File: config.mk
export PLATFORM = sky130hd
export DESIGN_NAME = writeback_stage
export DESIGN_NICKNAME = d
export VERILOG_FILES = /design/src/rtl/mips_pkg.sv /design/src/rtl/load_extend.sv /design/src/rtl/writeback_stage.sv
export SDC_FILE = /design/constraint.sdc
export NUM_CORES = 1
export LEC_CHECK = 0
export CAP_MARGIN = 25
export CORE_MARGIN = 10
export CORE_UTILIZATION = 30
export CTS_CLUSTER_SIZE = 8
export DETAILED_ROUTE_END_ITERATION = 10
export GPL_ROUTABILITY_DRIVEN = 0
export HOLD_SLACK_MARGIN = 0.08
export PLACE_DENSITY = 0.61
export REMOVE_ABC_BUFFERS = 1
export SETUP_SLACK_MARGIN = 0.3
export SLEW_MARGIN = 20
export SYNTH_ARGS = -nofsm -noshare
export SYNTH_HDL_FRONTEND = slang
export SYNTH_SLANG_ARGS = --single-unit
File: constraint.sdc
create_clock -name clk -period 18 [get_ports clk]
set_clock_uncertainty 0.2 [all_clocks]
set_input_delay 4.5 -clock clk [delete_from_list [all_inputs] [get_ports clk]]
set_output_delay 4.5 -clock clk [all_outputs]
set_load 0.03 [all_outputs]
File: src/rtl/mips_pkg.sv
// Shared encodings for the MIPS writeback stage: load-type code,
// exception sequencer states and the hard-wired zero register.
package mips_pkg;

    typedef enum logic [2:0] {
        LD_WORD   = 3'd0,
        LD_BYTE   = 3'd1,
        LD_BYTE_U = 3'd2,
        LD_HW     = 3'd3,
        LD_HW_U   = 3'd4
    } load_t;

    typedef enum logic [1:0] {
        EXC_IDLE     = 2'd0,
        EXC_FLUSH    = 2'd1,
        EXC_WAIT_ACK = 2'd2
    } exc_state_t;

    localparam logic [4:0] REG_ZERO = 5'd0;

    // Flags arrive one-hot or all clear; a word flag or no flag means the full word.
    function automatic load_t decode_load(
        input logic word,
        input logic byte_s,
        input logic byte_u,
        input logic hw_s,
        input logic hw_u
    );
        load_t t;
        if (word)        t = LD_WORD;
        else if (byte_s) t = LD_BYTE;
        else if (byte_u) t = LD_BYTE_U;
        else if (hw_s)   t = LD_HW;
        else if (hw_u)   t = LD_HW_U;
        else             t = LD_WORD;
        return t;
    endfunction

endpackage

File: src/rtl/load_extend.sv
// Little-endian byte/halfword lane select with sign or zero extension
// of the synchronously-read data-memory word.
module load_extend
    import mips_pkg::*;
#(
    parameter int DATA_W = 32
) (
    input  load_t              i_ld_type,
    input  logic [1:0]         i_off,
    input  logic [DATA_W-1:0]  i_rdata,
    output logic [DATA_W-1:0]  o_data
);

    logic [7:0]  w_byte;
    logic [15:0] w_half;

    always_comb begin
        w_byte = i_rdata[{i_off, 3'b000} +: 8];
        // off[0] is deliberately ignored for halfword accesses
        w_half = i_off[1] ? i_rdata[31:16] : i_rdata[15:0];
    end

    always_comb begin
        o_data = i_rdata;
        case (i_ld_type)
            LD_BYTE:   o_data = {{(DATA_W-8){w_byte[7]}}, w_byte};
            LD_BYTE_U: o_data = {{(DATA_W-8){1'b0}}, w_byte};
            LD_HW:     o_data = {{(DATA_W-16){w_half[15]}}, w_half};
            LD_HW_U:   o_data = {{(DATA_W-16){1'b0}}, w_half};
            default:   o_data = i_rdata;
        endcase
    end

endmodule

File: src/rtl/writeback_stage.sv
// MIPS WB stage: result select, register-file write port, HI/LO capture,
// WB-to-ID forward register and the overflow exception sequencer.
module writeback_stage
    import mips_pkg::*;
#(
    parameter int DATA_W = 32,
    parameter int REG_AW = 5
) (
    input  logic                 clk,
    input  logic                 rst,
    input  logic                 MemToReg_W,
    input  logic                 RegWrite_W,
    input  logic                 mfc0_W,
    input  logic                 Jump_Link_W,
    input  logic                 jalr_rs_W,
    input  logic                 OverFlow_W,
    input  logic                 LOAD_BYTE_W,
    input  logic                 LOAD_HW_W,
    input  logic                 LOAD_WORD_W,
    input  logic                 LOAD_BYTE_UNSIGNED_W,
    input  logic                 LOAD_HW_UNSIGNED_W,
    input  logic                 mul_en_W,
    input  logic                 mul_DONE_W,
    input  logic                 mfhi_W,
    input  logic                 mflo_W,
    input  logic [DATA_W-1:0]    ALUOut_W,
    input  logic [DATA_W-1:0]    C0_W,
    input  logic [DATA_W-1:0]    PCPlus4_W,
    input  logic [DATA_W-1:0]    mem_rdata_W,
    input  logic [2*DATA_W-1:0]  mul_result_W,
    input  logic [REG_AW-1:0]    WriteReg_W,
    input  logic                 exc_ack,
    output logic                 rf_we,
    output logic [REG_AW-1:0]    rf_waddr,
    output logic [DATA_W-1:0]    rf_wdata,
    output logic                 fwd_valid,
    output logic [REG_AW-1:0]    fwd_addr,
    output logic [DATA_W-1:0]    fwd_data,
    output logic [DATA_W-1:0]    hi_q,
    output logic [DATA_W-1:0]    lo_q,
    output logic                 exc_flush,
    output logic [DATA_W-1:0]    epc,
    output logic                 exc_busy,
    output exc_state_t           o_exc_state
);

    exc_state_t          r_state;
    exc_state_t          w_state_nxt;
    logic                w_epc_load;
    logic [DATA_W-1:0]   r_epc;
    logic [DATA_W-1:0]   r_hi;
    logic [DATA_W-1:0]   r_lo;
    logic                r_fwd_valid;
    logic [REG_AW-1:0]   r_fwd_addr;
    logic [DATA_W-1:0]   r_fwd_data;

    load_t               w_ld_type;
    logic [DATA_W-1:0]   w_load_data;
    logic                w_idle;
    logic                w_hilo_upd;
    logic [DATA_W-1:0]   w_hi_cur;
    logic [DATA_W-1:0]   w_lo_cur;
    logic [DATA_W-1:0]   w_result;
    logic                w_we;

    assign w_ld_type = decode_load(LOAD_WORD_W, LOAD_BYTE_W, LOAD_BYTE_UNSIGNED_W,
                                   LOAD_HW_W, LOAD_HW_UNSIGNED_W);

    load_extend #(.DATA_W(DATA_W)) u_load_extend (
        .i_ld_type (w_ld_type),
        .i_off     (ALUOut_W[1:0]),
        .i_rdata   (mem_rdata_W),
        .o_data    (w_load_data)
    );

    assign w_idle     = (r_state == EXC_IDLE);
    assign w_hilo_upd = mul_en_W & mul_DONE_W & w_idle & ~OverFlow_W;

    // A move-from in the same cycle as a HI/LO update sees the new product.
    assign w_hi_cur = w_hilo_upd ? mul_result_W[2*DATA_W-1:DATA_W] : r_hi;
    assign w_lo_cur = w_hilo_upd ? mul_result_W[DATA_W-1:0]        : r_lo;

    always_comb begin
        w_result = ALUOut_W;
        if (Jump_Link_W || jalr_rs_W) w_result = PCPlus4_W;
        else if (mfc0_W)              w_result = C0_W;
        else if (mfhi_W)              w_result = w_hi_cur;
        else if (mflo_W)              w_result = w_lo_cur;
        else if (MemToReg_W)          w_result = w_load_data;
    end

    assign w_we = ~rst & RegWrite_W & ~OverFlow_W & w_idle
                & (WriteReg_W != REG_ZERO[REG_AW-1:0]);

    assign rf_we    = w_we;
    assign rf_waddr = WriteReg_W;
    assign rf_wdata = w_result;

    always_ff @(posedge clk or posedge rst) begin
        if (rst) begin
            r_hi <= '0;
            r_lo <= '0;
        end else if (w_hilo_upd) begin
            r_hi <= mul_result_W[2*DATA_W-1:DATA_W];
            r_lo <= mul_result_W[DATA_W-1:0];
        end
    end

    always_ff @(posedge clk or posedge rst) begin
        if (rst) begin
            r_fwd_valid <= 1'b0;
            r_fwd_addr  <= '0;
            r_fwd_data  <= '0;
        end else begin
            r_fwd_valid <= w_we;
            r_fwd_addr  <= WriteReg_W;
            r_fwd_data  <= w_result;
        end
    end

    // Exception handshake: exc_flush pulses for one cycle on entry, then the
    // sequencer holds (exc_busy=1) until CP0 raises exc_ack; exc_ack is only
    // sampled in WAIT_ACK, and a new OverFlow_W is only accepted in IDLE.
    always_ff @(posedge clk or posedge rst) begin
        if (rst) begin
            r_state <= EXC_IDLE;
            r_epc   <= '0;
        end else begin
            r_state <= w_state_nxt;
            if (w_epc_load) r_epc <= PCPlus4_W - DATA_W'(4);
        end
    end

    always_comb begin
        w_state_nxt = r_state;
        w_epc_load  = 1'b0;
        case (r_state)
            EXC_IDLE: begin
                if (OverFlow_W) begin
                    w_state_nxt = EXC_FLUSH;
                    w_epc_load  = 1'b1;
                end
            end
            EXC_FLUSH:    w_state_nxt = EXC_WAIT_ACK;
            EXC_WAIT_ACK: if (exc_ack) w_state_nxt = EXC_IDLE;
            default:      w_state_nxt = EXC_IDLE;
        endcase
    end

    assign exc_flush   = (r_state == EXC_FLUSH);
    assign exc_busy    = (r_state != EXC_IDLE);
    assign o_exc_state = r_state;
    assign epc         = r_epc;
    assign hi_q        = r_hi;
    assign lo_q        = r_lo;
    assign fwd_valid   = r_fwd_valid;
    assign fwd_addr    = r_fwd_addr;
    assign fwd_data    = r_fwd_data;

endmodule

==> results.md <==
Synth:
- The combinational family with the most area after synthesis is simple AND/OR/NAND/NOR gates.
- The most used flip-flop cell after synthesis is dfrtp_1.
- In this run, synthesis inferred 0 flip-flops with an integrated enable.
- The synthesized netlist devotes 2.92% of its cell area to XOR and XNOR gates.
- The share of synthesized cell area in full adder, half adder and majority cells is 0.167%.
- Ranked by total cell area, the synthesized netlist is headed by dfrtp_1, mux2_2, o21ai_0.
- Of all cell types, the one taking the most synthesized area is dfrtp_1.
- The cell count after synthesis came out at 767.
- The flip-flop and latch count after synthesis is 136.
- The number of unique standard cell types used by synthesis is 65.
- The cell area after synthesis is 7500 um^2.
- The average instance area after synthesis is 9.77 um^2.
- The synthesized netlist devotes 18.8% of its cell area to simple gates.
- The compound-gate portion of the synthesized area is 17.6%.
- The top cell type's share of synthesized area is 45.4%.
- For this run, asynchronously set or reset flops after synthesis account for 100%.
- Of the post-synthesis cell area, the part taken by muxes is 10.7%.
- The sequential cell area fraction in the yosys report is 45.4%.
- For this run, the number of Yosys warnings is 0.

Clock tree:
- The H-tree was split into 4 levels.
- In this run the post-CTS setup repair buffer count came out at 0.
- Buffers inserted during clock tree synthesis total 17.
- The hold buffer count at CTS is 0.
- The number of resized instances in the post-cts repair step is 0.
- The clock net in this run drives a total of 136 sinks.
- TritonCTS built the clock tree.
- Clock latency on the worst-skew pair, taken at its later pin, is 0.42 ns.
- The tree is rooted in a clkbuf_16.
- After clock tree synthesis, the clock-pin slew on the worst setup and hold paths is 0.07 ns.
- The clock passes through at most 2 buffers.

Global routing:
- For this run, the total global-route usage over all layers was measured as 23.5%.
- The number of global-route vias before repair is 8,224.
- The overflow left after global routing is 0.
- Entering global routing, the biggest net connects 97 pins.
- The first global-routing pass estimated 55.1 mm of wire.
- The initial antenna violation count came to 5.

Floorplan:
- The die is 178 um wide.
- The initialized floorplan defines 57 standard-cell rows.
- The region available for standard cell placement spans 24,500 um^2.
- For this configuration, the core starts out at a cell density of 30.6%.
- The die covers 31,700 um^2.
- The number of primary I/O pins is 391.
- The vertical die dimension is 178 um.

Run status:
- The flow ran to the end, and the final reports show no timing, DRC or antenna violations.

Place:
- Buffers placed on the I/O ports in this run total 390.
- The placed wire-length estimate after detailed placement is 30.6 mm.
- Including well taps, the total number of placed cells is 1,438.

Cells and area:
- The net count of the finished layout is 1,349.
- The filler cell count in the final layout is 2,288.
- The fraction of final layout cells with drive strength greater than 1 is 11.4%.
- The final standard cell utilization of the core is 50.1%.
- The area growth from synthesis to layout is 63.4%.
- The library cell used most frequently in the layout, excluding fill and tap cells, is clkdlybuf4s50_1.
- In the layout the commonest cells are clkdlybuf4s50_1, dfrtp_1, nand2_1, mux2_2, o21ai_0.
- The final standard cell count with taps included and fillers excluded is 1,474.

Critical path:
- At the worst endpoint, the arrival time is 7.72 ns.
- The signal on the critical path passes through clkdlybuf4s50_1 > or2_2 > buf_4 > or3_1 > o311ai_0 > clkdlybuf4s50_1.
- In this design, the stage delay of the slowest critical-path cell is 0.81 ns.
- The critical path in this run is classified as input pin to output port.
- The critical path crosses 6 cells after its start point.
- The worst setup path is launched from an input pin.
- Along the worst path, the maximum fanout reaches 31.
- The setup check on the worst reg-to-reg path leaves a slack of 15.20 ns.
- The number of buffer and inverter instances along the worst setup path is 3.
- The critical register-to-register path endpoint is fwd_data[14].
- The slowest cell on the critical path is clkdlybuf4s50_1.
- The most numerous cell type found on the critical path is clkdlybuf4s50_1.
- Among cell families on the critical path, the largest total delay comes from buffers and inverters.
- The worst register-to-register path begins at o_exc_state[1].
- At the worst endpoint, the required time is 13.30 ns.
- The worst setup path is captured at an output port.
- The path depth of the worst reg2reg path is 6.

Routing:
- The via density per instance is 5.25.
- In this run, the number of DRC markers left after iteration 0 of detailed routing was 599.
- The wire length after detailed routing is 38.6 mm.
- The remaining routing DRC violations is 0.
- After detailed routing, the average wire length per cell comes to 26.2 um.
- For this block, the via count after detailed routing is 7,737.
- The first detailed-routing pass ran for 5 iterations.
- Once detail routing completed, the nets flagged for antenna violations numbered 0.

Worst hold path:
- The worst hold path begins at epc[16].
- The worst min-delay path class is flop to flop.
- Counting instances, the worst hold path has a depth of 2.
- The path with the worst hold slack has its endpoint at epc[16].

Timing:
- The measured slew at the worst slew-check pin is 1.01 ns.
- The count of final setup violators is 0.
- The final hold violation count is 0.
- In this run the tightest slew margin relative to its limit is 32.3%.
- The number of pins exceeding their max-slew limit in the final report is 0.
- The post-route setup TNS is 0 ns.
- The timing-limited maximum frequency is 0.0805 GHz.
- Setup repair after global routing left no endpoint under its margin.
- The part of the cycle the worst path needs is 69.0%.
- The minimum clock period after layout is 12.42 ns.

Pwr:
- The worst vdd rail ir drop is 0.0000719 V.
- The power density of the placed cells is 140 nW/um^2.
- In this run the static leakage power is 4.93 nW.

Run:
- The count of max-cap constraint violations is 0.
==> cells by family after synthesis <==
| group | count (synthesis) |
|---|---|
| DFF | 136 |
| xor gates and xnor gates | 25 |
| buffers and inverters | 74 |
| muxes | 73 |
| and+or+nand+nor | 258 |
| AOI/OAI and AO/OA | 200 |
| adders and majority gates | 1 |
==> layer usage <==
layer  up-vias  track usage, %  routed length, um
met1      3721            26.7              14600
met2       415            39.9              18700
met3        42            8.99               4470
li1       3559               -                  -
met4         0            7.64                805
met5         -               0                  0
==> per-stage QoR <==
stage	worst slack (ns)	power (W)	hold slack [ns]	cell area (um^2)
final	5.58	0.00171	0.285	12200
after CTS	5.53	0.00173	0.284	12200
after floorplan	5.26	0.000928	0.451	7250
after detailed placement	5.53	0.00137	0.266	11600
after global placement	5.56	0.00136	0.258	11600
after global routing	5.42	0.00180	0.304	12200
==> cells in the mapped netlist, types with 5 or more instances <==
cell       number
nand2_1        64
or3_1           7
o22ai_1         9
nand4b_1        5
a221oi_1        7
mux2_2         60
a2111oi_0       6
o221ai_1        8
nand2b_1       17
mux2i_1        13
a211o_1        16
nor3_1          6
nand3_1        42
and3_1         21
a21oi_1        33
xor2_1         21
a21o_1         10
buf_2          11
nor2b_1         7
o21ai_0        58
dfrtp_1       136
a31oi_1         7
buf_4           7
o211ai_1        5
nor2_1         42
or2_2           5
clkbuf_1       31
inv_1          20
o21ai_1        13
nand4_1        18
==> layout make-up <==
cell class	instances	area, um^2	area share [%]
tap	324	405	3.31
timing repair buffer	400	3970	32.4
inverter	21	83.8	0.685
antenna	5	12.5	0.102
sequential	136	3400	27.8
clock buffer	18	439	3.59
multi-input combinational	557	3790	30.9
clock inverter	13	146	1.20
==> power by group <==
group          switching [W]  total, W  internal (W)
Sequential         0.0000659  0.000491      0.000425
Combinational       0.000507  0.000864      0.000357
Clock               0.000150  0.000359      0.000209
==> worst register-to-register path: stages, from the launching register on <==
cell     delay [ns]
dfrtp_1        0.49
nor3_4         0.11
nand2_4        0.38
buf_4          0.56
mux2_2         0.42
a21o_1         0.18
a22o_1         0.32
==> registers in the layout (all words and copies together), names as in the netlist <==
signal and flops:
fwd_addr 5, hi_q 32, lo_q 32, fwd_data 32
epc 32, o_exc_state 2, fwd_valid 1
==> how the worst max path moves through the flow <==
stage,startpoint,end,slack (ns)
floorplan,rst,rf_we,5.26
global placement,mul_en_W,rf_wdata[17],5.56
detailed placement,mul_en_W,rf_wdata[17],5.53
CTS,mul_en_W,rf_wdata[17],5.53
global route,mul_en_W,rf_wdata[17],5.42
finish,jalr_rs_W,rf_wdata[6],5.58
Note: power is estimated with default switching activity, not from simulation.
